===== src/rtl/beat_clock_pkg.sv =====
// ---------------------------------------------------------------------------
// beat_clock_pkg - shared widths, constants and FSM states for beat_clock
// Rev 1.0
// ---------------------------------------------------------------------------
`default_nettype none

package beat_clock_pkg;

  localparam int LOW_W              = 10;
  localparam int CROTCHET_W         = 7;
  localparam int TICKS_PER_CROTCHET = 1024;
  localparam int QUAVER_TICK        = 512;
  localparam int PRESCALE_W         = 16;

  typedef enum logic [1:0] {
    ST_IDLE  = 2'd0,
    ST_PLAY  = 2'd1,
    ST_PAUSE = 2'd2,
    ST_DONE  = 2'd3
  } beat_state_e;

endpackage

`default_nettype wire


===== src/rtl/beat_prescaler.sv =====
// ---------------------------------------------------------------------------
// beat_prescaler - 16-bit clock divider with enable/clear; one-cycle tick out
// Rev 1.0
// ---------------------------------------------------------------------------
`default_nettype none

module beat_prescaler
  import beat_clock_pkg::*;
(
  input  logic                  clk,
  input  logic                  rst_n,
  input  logic                  i_en,
  input  logic                  i_clr,
  input  logic [PRESCALE_W-1:0] i_div,
  output logic                  o_tick
);

  logic [PRESCALE_W-1:0] r_cnt;
  logic                  w_term;

  // >= rather than == so a divisor that shrinks mid-count still terminates
  assign w_term = (r_cnt >= (i_div - PRESCALE_W'(1)));
  assign o_tick = i_en && !i_clr && w_term;

  always_ff @(posedge clk or negedge rst_n) begin
    if (!rst_n) begin
      r_cnt <= '0;
    end else if (i_clr) begin
      r_cnt <= '0;
    end else if (i_en) begin
      r_cnt <= w_term ? '0 : (r_cnt + PRESCALE_W'(1));
    end
  end

endmodule

`default_nettype wire


===== src/rtl/beat_clock.sv =====
// ---------------------------------------------------------------------------
// beat_clock - song timebase: tick phase, crotchet index and beat strobes
// Rev 1.0. Option: BEAT_CLOCK_SWING_EN lengthens first-quaver ticks.
// ---------------------------------------------------------------------------
`default_nettype none

module beat_clock
  import beat_clock_pkg::*;
#(
  parameter int CLK_DIV     = 19409,
  parameter int SONG_LEN    = 128,
  parameter int SWING_DELTA = 0
) (
  input  logic                  clk,
  input  logic                  rst_n,
  input  logic                  run,
  input  logic                  loop_en,
  input  logic                  restart,
  output logic [LOW_W-1:0]      low_count,
  output logic [CROTCHET_W-1:0] crotchet,
  output logic                  crotchet_pulse,
  output logic                  quaver_pulse,
  output logic                  playing,
  output logic                  done
);

  localparam logic [LOW_W-1:0]      c_low_max   = LOW_W'(TICKS_PER_CROTCHET - 1);
  localparam logic [LOW_W-1:0]      c_quaver    = LOW_W'(QUAVER_TICK);
  localparam logic [LOW_W-1:0]      c_quaver_m1 = LOW_W'(QUAVER_TICK - 1);
  localparam logic [CROTCHET_W-1:0] c_last      = CROTCHET_W'(SONG_LEN - 1);

  if ((CLK_DIV < 2) || (CLK_DIV > 65535)) begin : g_bad_clk_div
    $error("beat_clock: CLK_DIV out of range");
  end
  if ((SONG_LEN < 2) || (SONG_LEN > 128)) begin : g_bad_song_len
    $error("beat_clock: SONG_LEN out of range");
  end
  if ((SWING_DELTA < 0) || (SWING_DELTA >= CLK_DIV - 1)) begin : g_bad_swing
    $error("beat_clock: SWING_DELTA out of range");
  end

  beat_state_e           r_state;
  beat_state_e           w_state_nxt;
  logic [LOW_W-1:0]      r_low;
  logic [LOW_W-1:0]      w_low_nxt;
  logic [CROTCHET_W-1:0] r_crot;
  logic [CROTCHET_W-1:0] w_crot_nxt;
  logic                  r_cpulse;
  logic                  w_cpulse_nxt;
  logic                  r_qpulse;
  logic                  w_qpulse_nxt;
  logic                  r_playing;
  logic                  r_done;
  logic                  w_pre_en;
  logic                  w_pre_clr;
  logic                  w_tick;
  logic [PRESCALE_W-1:0] w_div;

`ifdef BEAT_CLOCK_SWING_EN
  // Long ticks in the first quaver, short in the second: crotchet length is unchanged
  assign w_div = (r_low < c_quaver) ? PRESCALE_W'(CLK_DIV + SWING_DELTA)
                                    : PRESCALE_W'(CLK_DIV - SWING_DELTA);
`else
  assign w_div = PRESCALE_W'(CLK_DIV);
`endif

  assign w_pre_en  = (r_state == ST_PLAY);
  assign w_pre_clr = restart;

  beat_prescaler u_prescaler (
    .clk    (clk),
    .rst_n  (rst_n),
    .i_en   (w_pre_en),
    .i_clr  (w_pre_clr),
    .i_div  (w_div),
    .o_tick (w_tick)
  );

  always_ff @(posedge clk or negedge rst_n) begin
    if (!rst_n) begin
      r_state <= ST_IDLE;
    end else begin
      r_state <= w_state_nxt;
    end
  end

  always_comb begin
    w_state_nxt  = r_state;
    w_low_nxt    = r_low;
    w_crot_nxt   = r_crot;
    w_cpulse_nxt = 1'b0;
    w_qpulse_nxt = 1'b0;

    if (restart) begin
      w_low_nxt  = '0;
      w_crot_nxt = '0;
      if (run) begin
        w_state_nxt  = ST_PLAY;
        w_cpulse_nxt = 1'b1;
        w_qpulse_nxt = 1'b1;
      end else begin
        w_state_nxt = ST_IDLE;
      end
    end else begin
      case (r_state)
        ST_IDLE: begin
          if (run) begin
            w_state_nxt  = ST_PLAY;
            w_cpulse_nxt = 1'b1;
            w_qpulse_nxt = 1'b1;
          end
        end
        ST_PLAY: begin
          if (!run) begin
            w_state_nxt = ST_PAUSE;
          end
          // A tick on the pause edge is still applied so no clocks are lost
          if (w_tick) begin
            if (r_low == c_low_max) begin
              if (r_crot != c_last) begin
                w_low_nxt    = '0;
                w_crot_nxt   = r_crot + CROTCHET_W'(1);
                w_cpulse_nxt = 1'b1;
                w_qpulse_nxt = 1'b1;
              end else if (loop_en) begin
                w_low_nxt    = '0;
                w_crot_nxt   = '0;
                w_cpulse_nxt = 1'b1;
                w_qpulse_nxt = 1'b1;
              end else begin
                w_state_nxt = ST_DONE;
              end
            end else begin
              w_low_nxt    = r_low + LOW_W'(1);
              w_qpulse_nxt = (r_low == c_quaver_m1);
            end
          end
        end
        ST_PAUSE: begin
          if (run) begin
            w_state_nxt = ST_PLAY;
          end
        end
        default: begin
          w_state_nxt = r_state;
        end
      endcase
    end
  end

  always_ff @(posedge clk or negedge rst_n) begin
    if (!rst_n) begin
      r_low     <= '0;
      r_crot    <= '0;
      r_cpulse  <= 1'b0;
      r_qpulse  <= 1'b0;
      r_playing <= 1'b0;
      r_done    <= 1'b0;
    end else begin
      r_low     <= w_low_nxt;
      r_crot    <= w_crot_nxt;
      r_cpulse  <= w_cpulse_nxt;
      r_qpulse  <= w_qpulse_nxt;
      r_playing <= (w_state_nxt == ST_PLAY);
      r_done    <= (w_state_nxt == ST_DONE);
    end
  end

  assign low_count      = r_low;
  assign crotchet       = r_crot;
  assign crotchet_pulse = r_cpulse;
  assign quaver_pulse   = r_qpulse;
  assign playing        = r_playing;
  assign done           = r_done;

endmodule

`default_nettype wire


===== config.mk =====
export PLATFORM = sky130hd
export DESIGN_NAME = beat_clock
export DESIGN_NICKNAME = d
export VERILOG_FILES = /design/src/rtl/beat_clock_pkg.sv /design/src/rtl/beat_prescaler.sv /design/src/rtl/beat_clock.sv
export SDC_FILE = /design/constraint.sdc
export NUM_CORES = 1
export LEC_CHECK = 0
export ABC_AREA = 0
export CAP_MARGIN = 10
export CORE_AREA = 2 2 67 69
export DETAILED_ROUTE_END_ITERATION = 12
export DIE_AREA = 0 0 69 71
export GPL_TIMING_DRIVEN = 0
export PLACE_DENSITY = 0.76
export SYNTH_ARGS = -nofsm -noshare
export SYNTH_HDL_FRONTEND = slang
export SYNTH_SLANG_ARGS = --single-unit

===== constraint.sdc =====
create_clock -name clk -period 2.5 [get_ports clk]
set_clock_uncertainty 0.05 [all_clocks]
set_input_delay 0.5 -clock clk [delete_from_list [all_inputs] [get_ports clk]]
set_output_delay 0.5 -clock clk [all_outputs]
set_load 0.01 [all_outputs]

==> key figures, run 1 <==
Synthesis
  • Sequential-to-total area share from yosys stat: 0.4442
  • Top FF cell, synth: dfrtp_1
  • Largest area contributor in the netlist: dfrtp_1
  • Post-synth EDFFs: 0
  • Largest cells by area after synthesis: dfrtp_1 (44%), a21oi_1 (4.3%), nand3_1 (3.9%)
  • Top-area cell type share of the netlist area: 0.4442
  • Netlist cell types: 55
  • Synthesized Nets: between 200 and 250
  • Synth async-reset ratio: 1.000
  • Post-Syn Area: about 2200 um2
  • Synthesized area per cell: 9.232 um2
  • Synth cell count leaders: dfrtp_1 (39), a21oi_1 (19), nand2_1 (18)
  • Cells after Synth: roughly 240
  • Seq cells post-synth: 39
  • Yosys Warn Count: 0
  • Most frequent cell after synthesis: dfrtp_1

Global routing
  • Initial antenna violation count: 0
  • Number of global-route vias before repair: between 1500 and 2000
  • GRT Resource Usage Total: 0.2223
  • Global route overflow: 0
  • Largest net degree at the start of global routing: 40
  • First-pass GRT wire length: roughly 8700 um

Worst setup path
  • Crit Reg-Reg Endpoint: r_state[1]$_DFF_PN0_
  • Critical Path Start Type: register
  • Worst setup path startpoint: low_count[1]$_DFFE_PN0P_
  • Worst reg2reg setup slack: ~0.11 ns
  • Crit path capture type: register
  • R2R cell count: 7
  • Crit path DAT: 2.56 ns
  • CP max FO: 10
  • Crit path required time: between 2 and 3 ns
  • Setup CP Type: register to register
  • Worst R2R Start: low_count[1]$_DFFE_PN0P_

Layout
  • Fill count: between 300 and 400
  • Final #Nets: about 280
  • Post-route cell area: around 2600 um2
  • Layout cells sized above 1: 0.1070
  • Non-Filler Instances: approximately 320
  • Area grow syn2layout: 19.19%
  • Ant. Diodes: 0

Power
  • Leakage: around 1.1 nW
  • Pwr dens: approximately 480 nW/um2
  • Total power: 1.244 mW
  • VDD IR max: 0.4802 mV

Floorplan
  • Core area: approximately 4200 um2
  • Initial Util: 0.5226
  • Die Wd: just under 70 um
  • Die Height: a little over 70 um
  • IO Pins: 26
  • Die ar.: roughly 4900 um2
  • Row count: 24

Detailed routing
  • Post-route ant nets: 0
  • Detailed Routing Iterations Pass 1: 5
  • Routed len/inst: roughly 16 um
  • Vias after detailed routing: 1971
  • Vias per cell: slightly above 6
  • Initial DRC count: just over 200
  • Post-detailed-route DRC marker count: 0
  • Post-Route WL: roughly 5200 um

STA
  • WHS: roughly 0.25 ns
  • # setup viols final: 0
  • Max Fclk: 417.6 MHz
  • Fin. Hold Viols: 0
  • Max-slew headroom: 0.4309
  • Worst setup margin: 0.1055 ns
  • Worst-Margin Slew: about 0.85 ns
  • Final worst-path cycle share: 0.9578
  • Final Critical Period: between 2 and 2.5 ns
  • Max-slew violations: 0

Status
  • Status: completed

Placement
  • Number of buffers added on ports: 24
  • Placer congestion estimate: ~0.83
  • Placed instance area: between 2000 and 2500 um2
  • Placed Instances: 314
  • DP Worst Slack: -0.04715 ns
  • Hpwl dp: ~3600 um

CTS
  • CTS tree: done
  • H-tree levels: 2
  • Clock buffer count from CTS: 5
  • Root buffer cell: clkbuf_8
  • Clock transition at path regs: around 0.080 ns
  • Clock sinks: 39
  • # hold bufs at CTS: 0
  • Clk_lat worst skew: approximately 0.3 ns
  • Worst-case clock buffer depth: 2

Worst hold path
  • Hold Crit Class: input port to async pin

Job
  • Maximum Capacitance Violations: 0
## state kept, by name, summed over array words and instances (netlist names)
signal / cells
u_prescaler.r_cnt: 16
low_count: 10
crotchet: 7
r_state: 2
crotchet_pulse: 1
done: 1
playing: 1
quaver_pulse: 1
## logic make-up (layout without fill, tap and decap cells)
group	after synthesis	in the layout	synth area share
DFF	39	39	0.4442
buffers and inverters	23	56	0.04499
muxes	5	5	0.02335
and+or+nand+nor	90	90	0.2284
AOI/OAI and AO/OA	76	76	0.2323
xor gates and xnor gates	1	1	0.003987
adders and majority gates	4	4	0.02278
## how the worst max path moves through the flow
stage / cells past startpoint / endpoint / slack [ns]
2_1_floorplan: 7 / crotchet[6]$_DFFE_PN0P_ / 0.21
6_report: 7 / r_state[1]$_DFF_PN0_ / 0.11
3_5_place_dp: 7 / r_state[1]$_DFF_PN0_ / -0.05
3_3_place_gp: 1 / crotchet[0]$_DFFE_PN0P_ / -0.08
5_1_grt: 7 / r_state[1]$_DFF_PN0_ / -0.02
4_1_cts: 7 / crotchet[6]$_DFFE_PN0P_ / 0.03
## through the flow
step | setup TNS [ns] | utilization
6_report | 0 | 0.6229
5_1_grt | -0.02202 | 0.6229
4_1_cts | 0 | 0.6176
3_5_place_dp | -0.07702 | 0.5940
3_3_place_gp | -3.264 | 0.5952
2_1_floorplan | 0 | -
## layer usage
metal | share of wire | track usage | up-vias | routed length [um]
met5 | 0 | 0 | - | 0
met4 | 0.013 | 0.07190 | 0 | 65
met3 | 0.048 | 0.04416 | 6 | 249
met2 | 0.48 | 0.3536 | 47 | 2458
met1 | 0.46 | 0.3084 | 957 | 2399
li1 | - | - | 961 | -
## report_power, final
part | switching [mW] | internal [mW]
registers | 0.0179 | 0.648
clock network | 0.249 | 0.199
logic | 0.0797 | 0.0500
total | 0.347 | 0.897
## worst max-delay path, cell delays in order (launching register included)
cell,delay (ns)
dfrtp_1,0.41
ha_2,0.24
nand4_2,0.20
or3_1,0.40
buf_2,0.19
nor3_4,0.40
a21oi_2,0.16
a211oi_1,0.25
## placed cells by master, fill, tap and decap left out, types with 4 or more instances in the layout
cell type	n
a21oi_1	19
a31oi_1	4
a41oi_1	4
and3_1	4
buf_2	5
clkbuf_1	6
clkbuf_8	5
clkdlybuf4s50_1	23
dfrtp_1	38
inv_1	11
mux2i_1	4
nand2_1	18
nand3_1	17
nand4_1	4
nor2_1	13
nor3_1	6
o21ai_0	17
o21ai_1	4
o41ai_1	4
or3_1	4
## area by class of cell
cell class | instances | area (um2) | share of cell area
buffer | 11 | 53.80 | 0.02054
clock buffer | 5 | 68.82 | 0.02628
clock inverter | 3 | 23.77 | 0.009078
inverter | 12 | 45.04 | 0.01720
multi-input combinational | 176 | 1142 | 0.4362
sequential | 39 | 977.2 | 0.3731
tap | 52 | 65.06 | 0.02484
timing repair buffer | 25 | 242.7 | 0.09269
## repair_timing
| action | CTS | global route |
|---|---|---|
| resized for setup | 1 | 5 |
| endpoints found under the setup margin | 2 | 17 |
| pin swaps | 0 | 1 |
| endpoints found under the hold margin | 0 | 0 |
| buffers inserted | 0 | 1 |
(Power assumes the default switching activity.)
==> run 2: changes to the inputs <==
--- a/config.mk
+++ b/config.mk
@@ -6,7 +6,6 @@
 export NUM_CORES = 1
 export LEC_CHECK = 0
 export ABC_AREA = 0
-export CAP_MARGIN = 10
 export CORE_AREA = 2 2 67 69
 export DETAILED_ROUTE_END_ITERATION = 12
 export DIE_AREA = 0 0 69 71
==> results of run 2 <==
Final layout, timing and power as in run 1 (identical DEF).
